## src/rtl/uart_pkg.sv

```systemverilog
// Shared definitions for the UART command receiver: default baud divisor,
// receive FSM states and the frame data length.
package uart_pkg;

   localparam int unsigned BAUD_DIV_DEF = 2604;
   localparam int unsigned FRAME_BITS   = 8;

   typedef enum logic [2:0] {
      IDLE     = 3'd0,
      START    = 3'd1,
      DATA     = 3'd2,
      STOP     = 3'd3,
      BRK_WAIT = 3'd4
   } rx_state_e;

endpackage

```

## src/rtl/sync2.sv

```systemverilog
// Two-flop synchronizer for a single asynchronous input; the reset level is
// a parameter so an idle-high line does not glitch on reset release.
module sync2 #(
   parameter logic RST_VAL = 1'b1
) (
   input  logic clk,
   input  logic rst_n,
   input  logic d,
   output logic q
);

   logic meta_r;
   logic q_r;

   // Metastability-settling chain.
   always_ff @(posedge clk or negedge rst_n) begin
      if (!rst_n) begin
         meta_r <= RST_VAL;
         q_r    <= RST_VAL;
      end else begin
         meta_r <= d;
         q_r    <= meta_r;
      end
   end

   assign q = q_r;

endmodule

```

## src/rtl/uart_cmd_rx.sv

```systemverilog
// 8N1 UART receiver for the BLE command link: mid-bit sampling from a
// down-counting baud timer, sticky framing/overrun flags, consumer handshake.
module uart_cmd_rx
   import uart_pkg::*;
#(
   parameter int unsigned BAUD_DIV = BAUD_DIV_DEF
) (
   input  logic       clk,
   input  logic       rst_n,
   input  logic       RX,
   input  logic       clr_rdy,
   output logic [7:0] rx_data,
   output logic       rdy,
   output logic       frm_err,
   output logic       ovr_err
);

   localparam logic [11:0] DIV_FULL = 12'(BAUD_DIV);
   localparam logic [11:0] DIV_HALF = 12'(BAUD_DIV / 2);
   localparam logic [3:0]  LAST_BIT = 4'(FRAME_BITS - 1);

   rx_state_e   state_r, state_nxt_s;
   logic [11:0] cnt_r, cnt_nxt_s;
   logic [3:0]  bit_cnt_r, bit_cnt_nxt_s;
   logic [7:0]  shift_r, shift_nxt_s;
   logic [7:0]  rx_data_r, rx_data_nxt_s;
   logic        rdy_r, rdy_nxt_s;
   logic        frm_err_r, frm_err_nxt_s;
   logic        ovr_err_r, ovr_err_nxt_s;
   logic        rx_s;
   logic        expire_s;

   sync2 #(.RST_VAL(1'b1)) u_sync (
      .clk   (clk),
      .rst_n (rst_n),
      .d     (RX),
      .q     (rx_s)
   );

   // The count reaching zero is the expiry event; a reload replaces the zero.
   assign expire_s = (cnt_r <= 12'd1);

   // State and datapath registers.
   always_ff @(posedge clk or negedge rst_n) begin
      if (!rst_n) begin
         state_r   <= IDLE;
         cnt_r     <= 12'd0;
         bit_cnt_r <= 4'd0;
         shift_r   <= 8'h00;
         rx_data_r <= 8'h00;
         rdy_r     <= 1'b0;
         frm_err_r <= 1'b0;
         ovr_err_r <= 1'b0;
      end else begin
         state_r   <= state_nxt_s;
         cnt_r     <= cnt_nxt_s;
         bit_cnt_r <= bit_cnt_nxt_s;
         shift_r   <= shift_nxt_s;
         rx_data_r <= rx_data_nxt_s;
         rdy_r     <= rdy_nxt_s;
         frm_err_r <= frm_err_nxt_s;
         ovr_err_r <= ovr_err_nxt_s;
      end
   end

   // Next-state, baud timing and flag update logic.
   always_comb begin
      state_nxt_s   = state_r;
      cnt_nxt_s     = cnt_r;
      bit_cnt_nxt_s = bit_cnt_r;
      shift_nxt_s   = shift_r;
      rx_data_nxt_s = rx_data_r;
      rdy_nxt_s     = rdy_r & ~clr_rdy;
      frm_err_nxt_s = frm_err_r & ~clr_rdy;
      ovr_err_nxt_s = ovr_err_r & ~clr_rdy;
      case (state_r)
         IDLE: begin
            if (!rx_s) begin
               state_nxt_s = START;
               cnt_nxt_s   = DIV_HALF;
            end else begin
               cnt_nxt_s   = 12'd0;
            end
         end
         START: begin
            if (!expire_s) begin
               cnt_nxt_s = cnt_r - 12'd1;
            end else if (rx_s) begin
               state_nxt_s = IDLE;
               cnt_nxt_s   = 12'd0;
            end else begin
               state_nxt_s   = DATA;
               cnt_nxt_s     = DIV_FULL;
               bit_cnt_nxt_s = 4'd0;
            end
         end
         DATA: begin
            if (expire_s) begin
               shift_nxt_s   = {rx_s, shift_r[7:1]};
               bit_cnt_nxt_s = bit_cnt_r + 4'd1;
               cnt_nxt_s     = DIV_FULL;
               if (bit_cnt_r == LAST_BIT) begin
                  state_nxt_s = STOP;
               end else begin
                  state_nxt_s = DATA;
               end
            end else begin
               cnt_nxt_s = cnt_r - 12'd1;
            end
         end
         STOP: begin
            if (!expire_s) begin
               cnt_nxt_s = cnt_r - 12'd1;
            end else if (rx_s) begin
               // Good byte: rdy set wins over clr_rdy, the error flags do not.
               state_nxt_s   = IDLE;
               cnt_nxt_s     = 12'd0;
               rx_data_nxt_s = shift_r;
               rdy_nxt_s     = 1'b1;
               ovr_err_nxt_s = ~clr_rdy & (ovr_err_r | rdy_r);
            end else begin
               state_nxt_s   = BRK_WAIT;
               cnt_nxt_s     = 12'd0;
               frm_err_nxt_s = 1'b1;
            end
         end
         BRK_WAIT: begin
            if (rx_s) begin
               state_nxt_s = IDLE;
            end else begin
               state_nxt_s = BRK_WAIT;
            end
         end
         default: begin
            state_nxt_s = IDLE;
            cnt_nxt_s   = 12'd0;
         end
      endcase
   end

   assign rx_data = rx_data_r;
   assign rdy     = rdy_r;
   assign frm_err = frm_err_r;
   assign ovr_err = ovr_err_r;

endmodule

```

## config.mk

```make
export PLATFORM = sky130hd
export DESIGN_NAME = uart_cmd_rx
export DESIGN_NICKNAME = d
export VERILOG_FILES = /design/src/rtl/uart_pkg.sv /design/src/rtl/sync2.sv /design/src/rtl/uart_cmd_rx.sv
export SDC_FILE = /design/constraint.sdc
export NUM_CORES = 1
export LEC_CHECK = 0
export ABC_CLOCK_PERIOD_IN_PS = 3550
export CAP_MARGIN = 20
export CORE_ASPECT_RATIO = 0.8
export CORE_MARGIN = 2
export CORE_UTILIZATION = 55
export DETAILED_ROUTE_END_ITERATION = 12
export GPL_TIMING_DRIVEN = 0
export PLACE_DENSITY_LB_ADDON = 0.12
export SYNTH_ARGS = -nofsm -noshare
export SYNTH_HDL_FRONTEND = slang
export SYNTH_SLANG_ARGS = --single-unit
```

## constraint.sdc

```tcl
create_clock -name clk -period 3.55 [get_ports clk]
set_clock_uncertainty 0.05 [all_clocks]
set_input_delay 0.71 -clock clk [delete_from_list [all_inputs] [get_ports clk]]
set_output_delay 0.71 -clock clk [all_outputs]
set_load 0.005 [all_outputs]
```

==> key figures, run 1 <==
GRT
  – Overall routing resource usage: 0.1985
  – Largest net degree at the start of global routing: 41
  – Total overflow reported by the global router: 0
  – Global-route wire length before repair: 6.265 mm
  – Antenna violations before repair: 0
  – Vias in the first global route: 1367

Placed design
  – Post-Place Setup Slack: 1.284 ns
  – Port Buf Inserts: 14
  – DPL Wire Length: 2.584 mm
  – Gp weighted congestion: 0.8727

Layout
  – Final Core Density: 0.6510
  – Share of post-route cells with drive strength above 1: 0.1786
  – Total number of nets in the final design: 202
  – Fill count: 276
  – Post-synthesis to final-layout area growth: 14.02%
  – Number of inserted diodes: 0

CTS
  – Post-cts gate resize count: 0
  – Clock root cell: sky130_fd_sc_hd__clkbuf_8
  – H-Tree Depth: 2
  – Reg clk slew, reported paths: 0.08 ns
  – Post-CTS Hold Buffers: 0
  – Post-CTS setup buffer count: 0
  – Total CTS buffers: 5
  – TritonCTS clock tree: done
  – Later-pin clock latency in the skew report: 0.28 ns
  – Clock sink count: 40
  – Maximum clock path buffer count: 2

Critical path
  – Type of destination of the critical path: flop
  – Data required time at the worst endpoint: 3.72 ns
  – Biggest fanout along the worst timing path: 9
  – WP data arrival: 2.48 ns
  – Setup crit start kind: flop
  – Type of the worst setup path: flop to flop

Logic synthesis
  – Yosys warning count: 0
  – Leading register cell type out of synthesis: sky130_fd_sc_hd__dfrtp_1
  – Dominant cells by area after synthesis: sky130_fd_sc_hd__dfrtp_1 (49%), sky130_fd_sc_hd__mux2_4 (6.1%), sky130_fd_sc_hd__mux2_2 (2.9%)
  – Cell with the most instances after synthesis: sky130_fd_sc_hd__dfrtp_1
  – Area fraction of the dominant cell type after synthesis: 0.4866
  – Number of enable-type register cells in the synthesized netlist: 0
  – Synth cell types: 50
  – Cell area after technology mapping: 0.001954 mm2
  – Synth Register Bits: 40
  – Synthesized Nets: 180
  – Synthesized netlist cell count: 173
  – Proportion of synthesized flip-flops having asynchronous set or reset: 1.000
  – Cell type with the highest aggregate area in the netlist: sky130_fd_sc_hd__dfrtp_1
  – Leading post-synthesis cells by instance count: sky130_fd_sc_hd__dfrtp_1 (38), sky130_fd_sc_hd__nand2_1 (12), sky130_fd_sc_hd__nor2_1 (10)
  – Sequential element share of the synthesized area: 0.5134
  – Average cell area after synthesis: 11.30 um2

Detailed routing
  – Average via count per standard cell: 5.903
  – DRC Markers: 0
  – DRT Pass-1 Iters: 4
  – Final routed wirelength across all metal layers: 3.676 mm
  – Per-cell routed wire length: 15.45 um
  – Count of antenna-violating nets left after detailed routing: 0
  – Vias: 1405
  – Initial DRC count: 169

Power and ir drop
  – Peak supply drop: 0.2768 mV
  – Sw Share: 0.2072
  – Flop pwr share: 0.608
  – Int Power: 598.3 uW
  – Power dissipated by switching net loads: 156.4 uW
  – Leakage power summed over all cells: 1.007 nW
  – Comb pwr share: 0.017
  – Part of the total power dissipated in the clock network: 0.375
  – Overall power after layout: 754.7 uW
  – PD cells: 338.7 mW/mm2

Floorplanning
  – Area of the die: 0.004049 mm2
  – Initial standard-cell utilization of the core: 0.5709
  – Height of the die: 57.32 um
  – Ports: 15
  – Number of cell rows: 19
  – Placeable core region: 0.003423 mm2
  – Die Wd: 70.65 um

STA
  – Measured slew at the worst slew-check pin: 0.8777 ns
  – Final worst-path cycle share: 0.6505
  – Final setup slack of the worst path: 1.241 ns
  – RSZ-0062 raised after global routing: false
  – F_max: 0.4330 GHz
  – Final-report hold violation count: 0
  – Summed negative setup slack over all endpoints: 0 ns
  – Final critical delay including setup and external delays: 2.309 ns
  – Max Slew Vio Count: 0
  – Worst slew margin relative to its limit: 0.4149
  – Setup violators final: 0

Outcome
  – Outcome: finished clean

Job
  – Number of max-capacitance violations reported: 0

Worst hold path
  – Kind of path behind the tightest hold check: flop to flop
==> per-layer routing <==
metal  track usage  part of all wire  up-vias
li1              -                 -      679
met1        0.2956              0.52      690
met2        0.2911              0.43       32
met3       0.05300             0.046        4
met4       0.05660            0.0057        0
met5             0                 0        -
==> final timing paths <==
| path | start | endpoint | slack, ns | depth (start not counted) |
|---|---|---|---|---|
| min in group asynchronous | rst_n | bit_cnt_r[0] | 0.50 | 1 |
| worst max register to register | cnt_r[0] | cnt_r[8] | 1.24 | 9 |
| max in group asynchronous | rst_n | bit_cnt_r[3] | 2.40 | 1 |
| worst max-delay path | cnt_r[0] | cnt_r[8] | 1.24 | 9 |
| worst min-delay path | u_sync.meta_r | u_sync.q | 0.31 | 0 |
| worst min register to register | u_sync.meta_r | u_sync.q | 0.31 | 0 |
==> flip-flops by register name (all words and copies together), names as in the netlist <==
| signal | flops |
|---|---|
| cnt_r | 12 |
| state_r | 3 |
| shift_r | 8 |
| frm_err | 1 |
| rdy | 1 |
| ovr_err | 1 |
| bit_cnt_r | 4 |
| rx_data | 8 |
| u_sync.q | 1 |
| u_sync.meta_r | 1 |
==> power groups by stage <==
stage,Sequential (mW),Clock (mW),Combinational (mW)
6_report,0.459,0.283,0.0130
5_1_grt,0.459,0.318,0.0151
4_1_cts,0.459,0.288,0.0136
3_3_place_gp,0.467,0,0.0137
2_1_floorplan,0.467,0,0.00147
3_5_place_dp,0.468,0,0.0137
==> layout make-up <==
class / instances / area [um2] / area share
buffer: 5 / 23.77 / 0.01067
sequential: 40 / 1003 / 0.4503
timing repair buffer: 15 / 140.1 / 0.06289
tap: 42 / 52.55 / 0.02358
clock buffer: 7 / 76.32 / 0.03425
inverter: 6 / 22.52 / 0.01011
clock inverter: 1 / 5.005 / 0.002246
multi-input combinational: 122 / 904.6 / 0.4060
==> cell usage in the layout (no fill, tap or decap), types with 5 or more instances in the layout <==
cell type	n
sky130_fd_sc_hd__nor3_1	6
sky130_fd_sc_hd__dfrtp_1	38
sky130_fd_sc_hd__inv_1	6
sky130_fd_sc_hd__or3_1	5
sky130_fd_sc_hd__clkdlybuf4s50_1	13
sky130_fd_sc_hd__nand2_1	12
sky130_fd_sc_hd__mux2_4	8
sky130_fd_sc_hd__nor2_1	10
sky130_fd_sc_hd__mux2_2	5
sky130_fd_sc_hd__clkbuf_8	5
sky130_fd_sc_hd__o21ai_0	6
sky130_fd_sc_hd__o21ai_1	8
sky130_fd_sc_hd__a21oi_1	8
==> metrics by stage <==
step / std cells / hold WS (ns) / cell area (um2)
after floorplan: 173 / 0.2952 / 1954
after global placement: 229 / 0.2974 / 2147
after detailed placement: 229 / 0.2978 / 2142
after CTS: 237 / 0.3089 / 2223
after global routing: 238 / 0.3171 / 2228
final: 238 / 0.3075 / 2228
==> kinds of logic (layout without fill, tap and decap cells) <==
group                      after synthesis  in the layout  synth area share
buffers and inverters                   11             34           0.02369
xor gates and xnor gates                 2              2          0.008965
AOI/OAI and AO/OA                       43             43            0.1498
DFF                                     40             40            0.5134
adders and majority gates                3              3           0.01921
muxes                                   15             15            0.1018
and+or+nand+nor                         59             59            0.1831
==> critical path, stage by stage, from the launching register on <==
cell                      delay, ns
sky130_fd_sc_hd__dfrtp_1       0.42
sky130_fd_sc_hd__inv_1         0.07
sky130_fd_sc_hd__ha_1          0.25
sky130_fd_sc_hd__or2_1         0.25
sky130_fd_sc_hd__and4_1        0.18
sky130_fd_sc_hd__buf_4         0.16
sky130_fd_sc_hd__or3_1         0.33
sky130_fd_sc_hd__buf_2         0.19
sky130_fd_sc_hd__nor3_1        0.21
sky130_fd_sc_hd__a211o_1       0.13
No activity file was read; power rests on OpenSTA's default activity.
==> run 2, diff against run 1 <==
--- a/config.mk
+++ b/config.mk
@@ -5,11 +5,11 @@
 export SDC_FILE = /design/constraint.sdc
 export NUM_CORES = 1
 export LEC_CHECK = 0
-export ABC_CLOCK_PERIOD_IN_PS = 3550
+export ABC_CLOCK_PERIOD_IN_PS = 1900
 export CAP_MARGIN = 20
 export CORE_ASPECT_RATIO = 0.8
 export CORE_MARGIN = 2
-export CORE_UTILIZATION = 55
+export CORE_UTILIZATION = 52
 export DETAILED_ROUTE_END_ITERATION = 12
 export GPL_TIMING_DRIVEN = 0
 export PLACE_DENSITY_LB_ADDON = 0.12
==> constraint.sdc (replaced) <==
create_clock -name clk -period 1.9 [get_ports clk]
set_clock_uncertainty 0.05 [all_clocks]
set_input_delay 0.38 -clock clk [delete_from_list [all_inputs] [get_ports clk]]
set_output_delay 0.38 -clock clk [all_outputs]
set_load 0.005 [all_outputs]
==> run 2 against run 1 <==
Against the previous run: the flow now finishes with violations (setup timing); power is 88% higher; final cell count grew 5.9%; clock power rose by 90%; non-clock buffer count up 14; design area rose by 11%; first-iteration DRC count fell by 47%; die area increased by 5.4%; largest power group unchanged.
==> key figures, run 2 (synthesized netlist as in run 1, its figures left out) <==
Power and ir drop
  – Peak supply drop: 0.3995 mV (+44%)
  – Leakage power summed over all cells: 1.095 nW (+8.7%)
  – PD cells: 573.8 mW/mm2 (+69%)

STA
  – F_max: 0.4783 GHz (+10%)
  – RSZ-0062 raised after global routing: true
  – Max Slew Vio Count: 0 (unchanged)
  – Measured slew at the worst slew-check pin: 0.8636 ns (-0.01410 ns)
  – Worst slew margin relative to its limit: 0.4243 (+0.009398)
  – Setup violators final: 28 (+28)
  – Final worst-path cycle share: 1.100 (+0.4498)
  – Final setup slack of the worst path: -0.1907 ns (-1.431 ns)
  – Final-report hold violation count: 0 (unchanged)
  – Final critical delay including setup and external delays: 2.091 ns (-0.2187 ns)

Floorplanning
  – Area of the die: 0.004268 mm2 (+5.4%)
  – Die Wd: 72.54 um (+2.7%)
  – Ports: 15 (unchanged)
  – Number of cell rows: 19 (unchanged)
  – Initial standard-cell utilization of the core: 0.5555 (-0.01543)
  – Placeable core region: 0.003518 mm2 (+2.8%)
  – Height of the die: 58.84 um (+2.7%)

Detailed routing
  – Met3 routed wirelength: 191 um (+13%)
  – Count of antenna-violating nets left after detailed routing: 0 (unchanged)
  – Final routed wirelength across all metal layers: 4.186 mm (+14%)
  – DRC Markers: 0 (unchanged)
  – Vias: 1489 (+6.0%)
  – Initial DRC count: 89 (-47%)
  – Average via count per standard cell: 5.909 (about the same)
  – DRT Pass-1 Iters: 4 (unchanged)
  – Per-cell routed wire length: 16.61 um (+7.5%)
  – Top layer used by detailed routing: met4
  – WL met1: 2.061 mm (+8.5%)
  – Routed length on met2: 1.866 mm (+18%)

Critical path
  – WP data arrival: 2.22 ns (-0.26 ns)
  – Type of the worst setup path: flop to flop
  – Setup crit start kind: flop
  – Biggest fanout along the worst timing path: 6 (-3)
  – Type of destination of the critical path: flop
  – Data required time at the worst endpoint: 2.03 ns (-1.69 ns)

Layout
  – Post-synthesis to final-layout area growth: 26.57%
  – Final Core Density: 0.7031 (+0.05211)
  – Number of inserted diodes: 0 (unchanged)
  – Fill count: 242 (-12%)
  – Register containing the most flip-flops in the final layout: cnt_r
  – Most common library cell in the layout ignoring fill and taps: sky130_fd_sc_hd__dfrtp_1
  – Flip-flop count of the largest register after layout: 12 (unchanged)
  – Final cell count without fillers: 252 (+5.9%)
  – Share of post-route cells with drive strength above 1: 0.3333 (+0.1548)
  – Total number of nets in the final design: 216 (+6.9%)
  – Most frequent cells in the layout: sky130_fd_sc_hd__dfrtp_1 (36), sky130_fd_sc_hd__clkdlybuf4s50_1 (13), sky130_fd_sc_hd__buf_4 (12)

Worst hold path
  – Kind of path behind the tightest hold check: primary input to asynchronous set/reset pin

GRT
  – Overall routing resource usage: 0.2243 (+0.02577)
  – Global-route wire length before repair: 7.182 mm (+15%)
  – Total overflow reported by the global router: 0 (unchanged)
  – Largest net degree at the start of global routing: 41 (unchanged)
  – Vias in the first global route: 1491 (+9.1%)
  – Antenna violations before repair: 0 (unchanged)

CTS
  – Post-CTS Hold Buffers: 0 (unchanged)
  – Clock root cell: sky130_fd_sc_hd__clkbuf_8
  – Clock sink count: 40 (unchanged)
  – H-Tree Depth: 2 (unchanged)
  – TritonCTS clock tree: done
  – Reg clk slew, reported paths: 0.08 ns (about the same)
  – Later-pin clock latency in the skew report: 0.29 ns (about the same)
  – Total CTS buffers: 5 (unchanged)
  – Maximum clock path buffer count: 2 (unchanged)

Placed design
  – DPL Wire Length: 2.641 mm (+2.2%)
  – Gp weighted congestion: 0.9345 (+7.1%)
  – Number of cells in the design after placement: 230 (+0.44%)
  – Port Buf Inserts: 14 (unchanged)
  – Post-Place Setup Slack: -0.3561 ns (-1.640 ns)

Job
  – Number of max-capacitance violations reported: 0 (unchanged)

Outcome
  – Violations in the final reports: setup timing
  – Outcome: complete, but fails checks
run 2: power breakdown:
| part | internal [mW] | leakage (nW) | total (mW) | switching [mW] |
|---|---|---|---|---|
| Combinational | 0.00547 | 0.537 | 0.0247 | 0.0192 |
| Clock | 0.258 | 0.0422 | 0.537 | 0.280 |
| Sequential | 0.855 | 0.516 | 0.858 | 0.00279 |
| Total | 1.12 | 1.10 | 1.42 | 0.302 |
run 2: final timing paths:
check | cells after the start | to | slack (ns) | start
max | 10 | state_r[0] | -0.19 | cnt_r[0]
min reg2reg | 0 | u_sync.q | 0.31 | u_sync.meta_r
min in group clk | 0 | u_sync.q | 0.31 | u_sync.meta_r
max reg2reg | 10 | state_r[0] | -0.19 | cnt_r[0]
min | 1 | bit_cnt_r[2] | 0.15 | rst_n
max in group asynchronous | 1 | cnt_r[6] | 1.05 | rst_n
run 2: metal layers:
layer  vias up  global-route usage
li1        710                   -
met1       732              0.3281
met2        37              0.3299
met3        10             0.05137
met4         0             0.07937
met5         -                   0
run 2: worst max-delay path, stage by stage, from the launching register on:
cell and delay [ns]:
sky130_fd_sc_hd__dfrtp_1 0.40, sky130_fd_sc_hd__inv_2 0.07, sky130_fd_sc_hd__ha_4 0.17, sky130_fd_sc_hd__or2_4 0.25
sky130_fd_sc_hd__and4_1 0.19, sky130_fd_sc_hd__buf_6 0.14, sky130_fd_sc_hd__or3_4 0.34, sky130_fd_sc_hd__buf_4 0.15
sky130_fd_sc_hd__buf_6 0.13, sky130_fd_sc_hd__nor2_4 0.07, sky130_fd_sc_hd__a21oi_2 0.03
run 2: stage by stage:
step,hold WS (ns),power [mW],instance area [um2],setup TNS (ns)
6_report,0.1536,1.419,2474,-2.064
5_1_grt,0.2216,1.465,2474,-4.968
4_1_cts,0.1798,1.429,2425,-1.117
3_5_place_dp,0.2975,0.8993,2172,-6.645
3_3_place_gp,0.2964,0.8991,2172,-24.07
2_1_floorplan,0.03441,0.8759,1979,-0.6199
run 2: final cells by class:
| type | count | area (um2) | share of cell area |
|---|---|---|---|
| plain buffers | 5 | 33.78 | 0.01366 |
| clock buffers | 7 | 76.32 | 0.03085 |
| clock inverters | 1 | 5.005 | 0.002023 |
| inverters | 6 | 22.52 | 0.009105 |
| multi-input cells | 122 | 1016 | 0.4107 |
| flip-flops and latches | 40 | 1006 | 0.4067 |
| well taps | 42 | 52.55 | 0.02124 |
| repair buffers | 29 | 261.5 | 0.1057 |
run 2: what timing repair did:
action | CTS | global route
pin swaps | 16 | 3
setup buffers | 11 | 2
gates cloned | 1 | 0
resized for setup | 15 | 10
setup endpoints to repair | 35 | 34
==> run 3, diff against run 2 <==
--- a/config.mk
+++ b/config.mk
@@ -11,7 +11,6 @@
 export CORE_MARGIN = 2
 export CORE_UTILIZATION = 52
 export DETAILED_ROUTE_END_ITERATION = 12
-export GPL_TIMING_DRIVEN = 0
 export PLACE_DENSITY_LB_ADDON = 0.12
 export SYNTH_ARGS = -nofsm -noshare
 export SYNTH_HDL_FRONTEND = slang
==> run 3 against run 2 <==
Against the previous run: the run ends with hold timing, setup timing left; final cell count grew 7.5%; critical path depth shrank 4; clock power grew 40%; sequential share of layout area shrank 3.7 points; fmax grew 4.8%; routed wire length grew 16%; count of clock-buffer cells in the layout is the same; sequential power is essentially flat; hold slack lost 0.16 ns; design area grew 10%; largest power group unchanged.
==> key figures, run 3 (synthesized netlist as in run 1, its figures left out) <==
Detailed routing
  – DRT Pass-1 Iters: 5 (+1)
  – DRC Markers: 0 (unchanged)
  – Vias: 1659 (+11%)
  – Final routed wirelength across all metal layers: 4.853 mm (+16%)
  – Per-cell routed wire length: 17.91 um (+7.8%)
  – Count of antenna-violating nets left after detailed routing: 0 (unchanged)
  – Initial DRC count: 142 (+60%)
  – Average via count per standard cell: 6.122 (+3.6%)

Placed design
  – Port Buf Inserts: 14 (unchanged)
  – Post-Place Setup Slack: -0.1815 ns (+0.1746 ns)
  – DPL Wire Length: 3.003 mm (+14%)
  – Gp weighted congestion: 1.032 (+10%)

STA
  – Final worst-path cycle share: 1.050 (-0.05012)
  – RSZ-0062 raised after global routing: true
  – Setup violators final: 7 (-75%)
  – Final-report hold violation count: 14 (+14)
  – Final setup slack of the worst path: -0.09543 ns (+0.09523 ns)
  – Worst hold slack across all endpoints: -0.006023 ns (-0.1596 ns)
  – Final critical delay including setup and external delays: 1.995 ns (-0.09523 ns)
  – F_max: 0.5011 GHz (+4.8%)
  – Worst slew margin relative to its limit: 0.6725 (+0.2482)
  – Max Slew Vio Count: 0 (unchanged)
  – Measured slew at the worst slew-check pin: 0.4913 ns (-0.3723 ns)

Layout
  – Number of inserted diodes: 0 (unchanged)
  – Flip-flop count of the largest register after layout: 12 (unchanged)
  – Register containing the most flip-flops in the final layout: cnt_r
  – Most frequent cells in the layout: sky130_fd_sc_hd__dfrtp_1 (37), sky130_fd_sc_hd__buf_4 (34), sky130_fd_sc_hd__clkdlybuf4s50_1 (13)
  – Post-synthesis to final-layout area growth: 39.24%
  – Share of post-route cells with drive strength above 1: 0.4192 (+0.08588)
  – Total number of nets in the final design: 235 (+8.8%)
  – Most common library cell in the layout ignoring fill and taps: sky130_fd_sc_hd__dfrtp_1
  – Final Core Density: 0.7735 (+0.07041)

Worst hold path
  – Kind of path behind the tightest hold check: primary input to asynchronous set/reset pin

Floorplanning
  – Height of the die: 58.84 um (unchanged)
  – Ports: 15 (unchanged)
  – Die Wd: 72.54 um (unchanged)
  – Number of cell rows: 19 (unchanged)
  – Area of the die: 0.004268 mm2 (unchanged)
  – Placeable core region: 0.003518 mm2 (unchanged)
  – Initial standard-cell utilization of the core: 0.5555 (unchanged)

Outcome
  – Outcome: complete, but fails checks
  – Violations in the final reports: hold timing, setup timing

GRT
  – Overall routing resource usage: 0.2312 (+0.006851)
  – Vias in the first global route: 1513 (+1.5%)
  – Met3 usage in global routing: 0.06678 (+0.01541)
  – Total overflow reported by the global router: 0 (unchanged)
  – Most utilized layer in the global route result: met2
  – GR Layer Usage met2: 0.3338 (+0.003896)
  – Met1 Track Usage GR: 0.3307 (+0.002619)
  – Antenna violations before repair: 0 (unchanged)
  – Global-route wire length before repair: 7.389 mm (+2.9%)
  – Largest net degree at the start of global routing: 23 (-44%)

CTS
  – Clock root cell: sky130_fd_sc_hd__clkbuf_8
  – Later-pin clock latency in the skew report: 0.29 ns (about the same)
  – Maximum clock path buffer count: 2 (unchanged)
  – H-Tree Depth: 2 (unchanged)
  – Post-CTS Hold Buffers: 0 (unchanged)
  – Total CTS buffers: 5 (unchanged)
  – Clock sink count: 40 (unchanged)
  – TritonCTS clock tree: done
  – Reg clk slew, reported paths: 0.08 ns (about the same)

Critical path
  – Data required time at the worst endpoint: 2.08 ns (+0.05 ns)
  – Type of the worst setup path: flop to flop
  – Cells along the critical path: ha_4 > or2_4 > and4_4 > or3_4 > nor3b_2 > a211o_1
  – Largest stage delay on the critical path: 0.46 ns (+0.06 ns)
  – Setup crit start kind: flop
  – WP data arrival: 2.17 ns (-0.05 ns)
  – Crit-path slowest cell: sky130_fd_sc_hd__dfrtp_2
  – Biggest fanout along the worst timing path: 9 (+3)
  – Type of destination of the critical path: flop

Job
  – Number of max-capacitance violations reported: 0 (unchanged)

Power and ir drop
  – Leakage power summed over all cells: 1.229 nW (+12%)
  – Peak supply drop: 0.7586 mV (+90%)
  – Overall power after layout: 1.641 mW (+16%)
  – PD cells: 603.1 mW/mm2 (+5.1%)
==> run 3: changes by cell type in the layout (fill, tap and decap cells not counted), moves of 2 or more <==
| cell | delta |
|---|---|
| sky130_fd_sc_hd__or3_1 | -2 |
| sky130_fd_sc_hd__buf_4 | +22 |
| sky130_fd_sc_hd__o21ai_2 | -3 |
| sky130_fd_sc_hd__o21ai_0 | -2 |
| sky130_fd_sc_hd__clkbuf_8 | +2 |
| sky130_fd_sc_hd__o21ai_1 | +5 |
| sky130_fd_sc_hd__clkbuf_1 | -4 |
| sky130_fd_sc_hd__or3_4 | +2 |
==> run 3: final timing paths <==
| path | from | to | slack (ns) | depth (start not counted) |
|---|---|---|---|---|
| min in group clk | u_sync.meta_r | u_sync.q | 0.31 | 0 |
| max in group asynchronous | rst_n | u_sync.q | 1.24 | 2 |
| hold reg to reg | u_sync.meta_r | u_sync.q | 0.31 | 0 |
| setup / recovery | cnt_r[0] | cnt_r[4] | -0.1 | 6 |
| setup reg to reg | cnt_r[0] | cnt_r[4] | -0.1 | 6 |
| hold / removal | rst_n | bit_cnt_r[2] | -0.006 | 1 |
==> run 3: stage by stage <==
stage                     setup TNS, ns  cells  cell area [um2]
after detailed placement         -2.300    255             2391
after global routing             -1.161    271             2721
after global placement          -0.4808    255             2391
after floorplan                 -0.6199    173             1979
final                           -0.4500    271             2721
after CTS                       -0.3541    268             2638
==> run 3: area by class of cell <==
cell class              instances  area [um2]
multi-input cells             122        1051
repair buffers                 53       464.2
flip-flops and latches         40        1005
clock buffers                   7       96.34
inverters                       6       22.52
well taps                      42       52.55
clock inverters                 1       30.03
fillers                       202       797.0
==> run 3: critical path: cells and delay by family (launching register included) <==
kind	cells	cell delay [ns]
AND/OR/NAND/NOR	4	1.12
flip-flops	1	0.46
adder cells (fa/ha/maj)	1	0.18
AO/OA/AOI/OAI	1	0.13
==> run 3: where the power goes <==
group / switching (mW) / internal, mW / total (mW)
clock network: 0.290 / 0.463 / 0.753
logic: 0.0208 / 0.00949 / 0.0303
registers: 0.00283 / 0.855 / 0.857
total: 0.314 / 1.33 / 1.64
==> run 3: what timing repair did <==
item / 4_1_cts / 5_1_grt
pin swaps: 14 / 14
setup buffers: 6 / 3
setup endpoints to repair: 32 / 32
resized for setup: 16 / 17
==> run 3: routing by layer <==
layer / wire, um / up-vias
li1: - / 753
met1: 2154 / 818
met2: 2189 / 78
met3: 389 / 10
met4: 120 / 0
met5: 0 / -
